--- config.mk ---
export PLATFORM = sky130hd
export DESIGN_NAME = fetch_stage
export DESIGN_NICKNAME = d
export VERILOG_FILES = /design/src/rtl/fetch_stage.sv
export SDC_FILE = /design/constraint.sdc
export NUM_CORES = 1
export LEC_CHECK = 0
export BUFFER_PORTS_ARGS = -buffer_cell sky130_fd_sc_hd__buf_4
export CAP_MARGIN = 20
export CORE_MARGIN = 10
export CORE_UTILIZATION = 48
export CTS_CLUSTER_DIAMETER = 30
export DETAILED_ROUTE_END_ITERATION = 10
export HOLD_SLACK_MARGIN = 0.02
export PLACE_DENSITY = 0.79
export SETUP_SLACK_MARGIN = 0.2
export SLEW_MARGIN = 20
export SYNTH_ARGS = -nofsm -noshare
export SYNTH_HDL_FRONTEND = slang
export SYNTH_SLANG_ARGS = --single-unit
--- constraint.sdc ---
create_clock -name clk -period 4.2 [get_ports clk]
set_clock_uncertainty 0.05 [all_clocks]
set_input_delay 0.21 -clock clk [delete_from_list [all_inputs] [get_ports clk]]
set_output_delay 0.21 -clock clk [all_outputs]
set_load 0.02 [all_outputs]
--- src/rtl/fetch_stage.sv ---
// ---------------------------------------------------------------------------
// fetch_stage
//
// Instruction-fetch front end. Owns the program counter that addresses a
// combinational instruction memory and the IF/ID pipeline register that
// captures the decoded fields the memory returns for that address.
//
// Control is a three-state FSM:
//   BOOT    - one cycle after reset release; PC held at 0, IF/ID gets a bubble
//   RUN     - per-edge priority: halt > redirect > stall > advance
//   HALTED  - PC frozen, IF/ID held as a bubble, left only through rst_n
//
// Ports:
//   clk, rst_n                  clock, asynchronous active-low reset
//   stall                       hold PC and IF/ID (RUN only)
//   redirect, redirectAddr      load PC with target, flush IF/ID (beats stall)
//   halt                        stop fetching; sticky until reset
//   pcAddr                      instruction-memory address (= PC register)
//   imRs/imRt/imRd/imSa/imFunc  fields returned by memory for pcAddr
//   idRs/idRt/idRd/idSa/idFunc  IF/ID latched fields
//   idPcNext                    IF/ID latched PC+1 (wraps, no carry out)
//   idValid                     IF/ID holds a real instruction
//   halted                      registered; rises on the edge entering HALTED
// ---------------------------------------------------------------------------
module fetch_stage #(
    parameter int ADDR_W = 4,
    parameter int REG_W  = 5,
    parameter int FUNC_W = 6
) (
    input  logic              clk,
    input  logic              rst_n,
    input  logic              stall,
    input  logic              redirect,
    input  logic [ADDR_W-1:0] redirectAddr,
    input  logic              halt,
    output logic [ADDR_W-1:0] pcAddr,
    input  logic [REG_W-1:0]  imRs,
    input  logic [REG_W-1:0]  imRt,
    input  logic [REG_W-1:0]  imRd,
    input  logic [REG_W-1:0]  imSa,
    input  logic [FUNC_W-1:0] imFunc,
    output logic [REG_W-1:0]  idRs,
    output logic [REG_W-1:0]  idRt,
    output logic [REG_W-1:0]  idRd,
    output logic [REG_W-1:0]  idSa,
    output logic [FUNC_W-1:0] idFunc,
    output logic [ADDR_W-1:0] idPcNext,
    output logic              idValid,
    output logic              halted
);

    // -----------------------------------------------------------------------
    // Types
    // -----------------------------------------------------------------------
    typedef enum logic [1:0] {
        ST_BOOT   = 2'd0,
        ST_RUN    = 2'd1,
        ST_HALTED = 2'd2
    } state_t;

    // What the IF/ID register does on the coming edge. Every IF/ID flop
    // follows the same command, so it is decoded once here.
    typedef enum logic [1:0] {
        IFID_HOLD   = 2'd0,
        IFID_LOAD   = 2'd1,
        IFID_BUBBLE = 2'd2
    } ifid_op_t;

    localparam int N_FLD = 4;   // rs, rt, rd, sa share one width

    // -----------------------------------------------------------------------
    // Signals
    // -----------------------------------------------------------------------
    state_t                          state_q, state_d;
    ifid_op_t                        ifid_op;

    logic [ADDR_W-1:0]               pc_q, pc_d;
    logic [ADDR_W-1:0]               pc_inc;
    logic                            halted_q, halted_d;

    logic [FUNC_W-1:0]               func_q, func_d;
    logic [ADDR_W-1:0]               pc_next_q, pc_next_d;
    logic                            valid_q, valid_d;

    logic [N_FLD-1:0][REG_W-1:0]     im_fld;
    logic [N_FLD-1:0][REG_W-1:0]     id_fld;

    // Truncated to ADDR_W so 2**ADDR_W-1 wraps to 0 with no carry.
    assign pc_inc = pc_q + ADDR_W'(1);

    // Register-specifier fields in a fixed order: 0=rs 1=rt 2=rd 3=sa
    assign im_fld = {imSa, imRd, imRt, imRs};

    // -----------------------------------------------------------------------
    // FSM: state register
    // -----------------------------------------------------------------------
    always_ff @(posedge clk or negedge rst_n) begin
        if (!rst_n) begin
            state_q <= ST_BOOT;
        end else begin
            state_q <= state_d;
        end
    end

    // -----------------------------------------------------------------------
    // FSM: next-state logic
    // -----------------------------------------------------------------------
    always_comb begin
        state_d = state_q;
        case (state_q)
            ST_BOOT:   state_d = halt ? ST_HALTED : ST_RUN;
            ST_RUN:    state_d = halt ? ST_HALTED : ST_RUN;
            ST_HALTED: state_d = ST_HALTED;
            default:   state_d = ST_BOOT;   // unreachable encoding: restart
        endcase
    end

    // -----------------------------------------------------------------------
    // FSM: output logic (PC update, IF/ID command, halted flag)
    // -----------------------------------------------------------------------
    always_comb begin
        pc_d     = pc_q;
        ifid_op  = IFID_HOLD;
        halted_d = halted_q;
        case (state_q)
            ST_BOOT: begin
                // stall/redirect are deliberately ignored in this cycle
                pc_d     = '0;
                ifid_op  = IFID_BUBBLE;
                halted_d = halt;
            end
            ST_RUN: begin
                if (halt) begin
                    ifid_op  = IFID_BUBBLE;
                    halted_d = 1'b1;
                end else if (redirect) begin
                    // Redirect wins over stall: the stalled instruction is on
                    // the wrong path anyway.
                    pc_d    = redirectAddr;
                    ifid_op = IFID_BUBBLE;
                end else if (stall) begin
                    ifid_op = IFID_HOLD;
                end else begin
                    pc_d    = pc_inc;
                    ifid_op = IFID_LOAD;
                end
            end
            ST_HALTED: begin
                ifid_op  = IFID_BUBBLE;
                halted_d = 1'b1;
            end
            default: begin
                pc_d     = '0;
                ifid_op  = IFID_BUBBLE;
                halted_d = 1'b0;
            end
        endcase
    end

    // -----------------------------------------------------------------------
    // PC and halted flag
    // -----------------------------------------------------------------------
    always_ff @(posedge clk or negedge rst_n) begin
        if (!rst_n) begin
            pc_q     <= '0;
            halted_q <= 1'b0;
        end else begin
            pc_q     <= pc_d;
            halted_q <= halted_d;
        end
    end

    assign pcAddr = pc_q;
    assign halted = halted_q;

    // -----------------------------------------------------------------------
    // IF/ID register: register-specifier fields
    // -----------------------------------------------------------------------
    generate
        for (genvar gi = 0; gi < N_FLD; gi++) begin : g_fld
            logic [REG_W-1:0] fld_q, fld_d;

            always_comb begin
                fld_d = fld_q;
                case (ifid_op)
                    IFID_LOAD:   fld_d = im_fld[gi];
                    IFID_BUBBLE: fld_d = '0;
                    default:     fld_d = fld_q;
                endcase
            end

            always_ff @(posedge clk or negedge rst_n) begin
                if (!rst_n) begin
                    fld_q <= '0;
                end else begin
                    fld_q <= fld_d;
                end
            end

            assign id_fld[gi] = fld_q;
        end
    endgenerate

    assign idRs = id_fld[0];
    assign idRt = id_fld[1];
    assign idRd = id_fld[2];
    assign idSa = id_fld[3];

    // -----------------------------------------------------------------------
    // IF/ID register: function field, PC+1 and valid
    // -----------------------------------------------------------------------
    always_comb begin
        func_d    = func_q;
        pc_next_d = pc_next_q;
        valid_d   = valid_q;
        case (ifid_op)
            IFID_LOAD: begin
                func_d    = imFunc;
                pc_next_d = pc_inc;     // wrapped PC+1 of the captured instr
                valid_d   = 1'b1;
            end
            IFID_BUBBLE: begin
                func_d    = '0;
                pc_next_d = '0;
                valid_d   = 1'b0;
            end
            default: begin
                func_d    = func_q;
                pc_next_d = pc_next_q;
                valid_d   = valid_q;
            end
        endcase
    end

    always_ff @(posedge clk or negedge rst_n) begin
        if (!rst_n) begin
            func_q    <= '0;
            pc_next_q <= '0;
            valid_q   <= 1'b0;
        end else begin
            func_q    <= func_d;
            pc_next_q <= pc_next_d;
            valid_q   <= valid_d;
        end
    end

    assign idFunc   = func_q;
    assign idPcNext = pc_next_q;
    assign idValid  = valid_q;

endmodule
==> metrics.md <==
| Metric | Value |
|---|---|
| Num CTS Buffers | `5` |
| Die W | `81.01 um` |
| Clock-pin slew on the worst setup and hold paths | `roughly 0.07 ns` |
| Yosys Warn Count | `0` |
| Syn Inst Count | `183` |
| CP max FO | `61` |
| CP arrival | `2.60 ns` |
| Switching Fraction | `approximately 25%` |
| Initial Util | `about half` |
| DRC | `0` |
| Die ar. | `6563 sq um` |
| Sequential area share after synthesis | `53.22%` |
| Post-synth ARST share | `100.0%` |
| Total power | `between 0.0007 and 0.0008 W` |
| Slowest-stage cell, CP | `buf_4` |
| H-tree levels | `2` |
| Combinational Power Share | `between 10% and 20%` |
| CP cell instances | `inv_1 > ha_1 > nand2b_1 > or3_1 > ha_1 > buf_4 > nor2_1 > a22o_1` |
| Syn_area_per_cell | `9.763 sq um` |
| Dominant cell type by area after synthesis | `dfrtp_1` |
| CTS Buffer Depth | `2` |
| Mapped cell area | `~1800 sq um` |
| Proportion of layout cells with a drive suffix above 1 | `32.81%` |
| Critical path class | `flip-flop to flip-flop` |
| Area grow syn2layout | `36.48%` |
| Hold Fails Final Rpt | `0` |
| Wire per inst | `between 10 and 15 um` |
| Critical Path Max Stage Delay | `0.42 ns` |
| Via density | `4.867` |
| Synth Flop Type | `dfrtp_1` |
| Minimum clock period | `2.472 ns` |
| Clock group share of total power | `34.3%` |
| IO Pins | `71` |
| Slew @ Worst Pin | `0.7282 ns` |
| Internal | `around 0.00056 W` |
| Startpoint Class | `flip-flop` |
| Worst IR drop on VDD | `~0.00020 V` |
| Die height | `81.01 um` |
| Leak Pwr | `1.203 nW` |
| Crit share post-route | `approximately 60%` |
| Initial antenna violation count | `0` |
| Clock Sinks | `38` |
| Clk Latency, worst-skew pair | `0.28 ns` |
| # setup viols final | `0` |
| Setup total negative slack | `0 ns` |
| Final WL | `about 4300 um` |
| Row cnt | `22` |
| Max Cap Viol | `0` |
| Synth area leaders | `dfrtp_1 (53%), nand2b_1 (11%), o21ai_0 (7.8%)` |
| Global-route wire length before repair | `7093 um` |
| Via count | `approximately 1500` |
| Slew Limit Fails | `0` |
| Status | `complete, no violations` |
| Antenna Cells | `0` |
| Most used cell, CP | `ha_1` |
| Distinct cells, synth | `28` |
| Drt first pass iters | `4` |
| CORE AREA | `3633 sq um` |
| CTS tree | `built` |
| Port Buf Inserts | `70` |
| Switch Pwr | `0.0001844 W` |
| Number of synthesized flops with an enable pin | `0` |
| Congestion Overflow GR | `0` |
| Largest net degree at the start of global routing | `62` |
| Max-slew headroom | `around half` |
| Final net count | `about 300` |
| Part of the power in registers | `approximately 52%` |
| Antenna viol nets, final | `0` |
| GP Congestion | `0.8299` |
| DPL Wire Length | `about 3200 um` |
| Hold Crit Class | `input port to flip-flop` |
| Power per cell area | `between 300 and 400 nW/um^2` |
| Mapped Nets | `roughly 230` |
| Vias in the first global route | `between 1500 and 2000` |
| Required time of the critical path | `4.33 ns` |
| Tot GR Track Use | `13.61%` |
| Fmax | `0.4045 GHz` |
| Top-area cell type share of the netlist area | `~53%` |
| Yosys reg bits | `38` |
| Initial DRC count | `77` |
| CP Capture Type | `flip-flop` |
| RSZ-0062 raised after global routing | `no` |
| Fillers | `between 300 and 400` |
| Root Driver | `clkbuf_8` |
worst max-delay path: cells and delay by family, from the launching register on:
family	cells	cell delay (ns)
compound gates	1	0.22
fa+ha+maj	2	0.56
buf+inv	2	0.57
flops	1	0.41
simple gates	3	0.54
metal layers:
metal | GRT usage [%] | wire, um | up-vias
met5 | 0 | 0 | -
met2 | 20.38 | 1893 | 56
met4 | 4.152 | 50 | 0
met1 | 16.63 | 1920 | 665
li1 | - | - | 737
met3 | 7.174 | 478 | 7
cell usage in the layout, fill, tap and decap left out, types with 2 or more instances in the layout:
cell type / synthesis / layout
inv_1: 3 / 3
a21oi_1: 2 / 2
o21ai_0: 28 / 28
buf_4: 0 / 71
clkbuf_8: 0 / 6
ha_1: 9 / 9
dfrtp_1: 38 / 38
o21ai_1: 5 / 5
nand2b_1: 31 / 31
nor2_1: 2 / 2
a22o_1: 2 / 2
nand2_1: 37 / 37
a21o_1: 2 / 2
flip-flops by register name, summed over array words and instances (netlist names):
signal	cells
halted	1
idFunc	6
idPcNext	4
idRd	5
idRs	5
idRt	5
idSa	5
idValid	1
pcAddr	4
state_q	2
synth_stat cells, drive strengths merged (3+ instances only):
master and number:
ha 9, dfrtp 38, o21ai 33, nand2 37, inv 3, nand2b 31
clkbuf 8
metrics by stage:
stage,cell area [sq um],setup slack [ns],instances,util [%],hold slack [ns]
5_1_grt,2439,1.479,301,67.11,0.07209
3_3_place_gp,2337,1.797,292,64.33,0.1547
6_report,2439,1.728,301,67.11,0.06673
3_5_place_dp,2337,1.729,292,64.33,0.1573
2_1_floorplan,1787,2.080,183,-,-0.1356
4_1_cts,2439,1.725,301,67.11,0.06278
power by group through the flow:
| stage | combinational (W) | sequential, W | clock, W |
|---|---|---|---|
| 2_1_floorplan | 0.0000434 | 0.000396 | 0 |
| 4_1_cts | 0.000103 | 0.000384 | 0.000260 |
| 5_1_grt | 0.000116 | 0.000387 | 0.000280 |
| 6_report | 0.000103 | 0.000384 | 0.000254 |
| 3_3_place_gp | 0.000100 | 0.000390 | 0 |
| 3_5_place_dp | 0.000101 | 0.000392 | 0 |
cells by family (layout without fill, tap and decap cells):
family                     count (synthesis)  after routing  share of synthesized area [%]
and+or+nand+nor                           76             76                          21.43
AOI/OAI and AO/OA                         43             43                          13.45
adders and majority gates                  9              9                          6.303
DFF                                       38             38                          53.22
buffers and inverters                     13             83                          3.011
muxes                                      2              2                          1.190
xor gates and xnor gates                   2              2                          1.401
final timing paths:
| kind | startpoint | to | slack, ns | cells past startpoint |
|---|---|---|---|---|
| setup / recovery | state_q[1]$_DFF_PN0_ | idPcNext[3]$_DFFE_PN0P_ | 1.73 | 8 |
| hold / removal | halt | state_q[0]$_DFF_PN0_ | 0.07 | 2 |
| setup reg to reg | state_q[1]$_DFF_PN0_ | idPcNext[3]$_DFFE_PN0P_ | 1.73 | 8 |
| hold reg to reg | idPcNext[0]$_DFFE_PN0P_ | idPcNext[0]$_DFFE_PN0P_ | 0.44 | 2 |
| max in group asynchronous | rst_n | idRs[1]$_DFFE_PN0P_ | 3.38 | 2 |
| min in group asynchronous | rst_n | idRd[4]$_DFFE_PN0P_ | 0.37 | 2 |
repair_timing:
item | in CTS | in global routing
setup buffers | 0 | 0
resized for setup | 0 | 0
hold endpoints to repair | 38 | 0
hold buffers | 1 | 0
cell type report:
class | instances | area [sq um] | area share [%]
flip-flops and latches | 38 | 950.9 | 38.99
multi-input cells | 132 | 782.0 | 32.07
repair buffers | 72 | 543.0 | 22.27
clock buffers | 7 | 86.33 | 3.540
well taps | 48 | 60.06 | 2.463
inverters | 3 | 11.26 | 0.4618
clock inverters | 1 | 5.005 | 0.2052
Power figures use the tool's default switching activity.
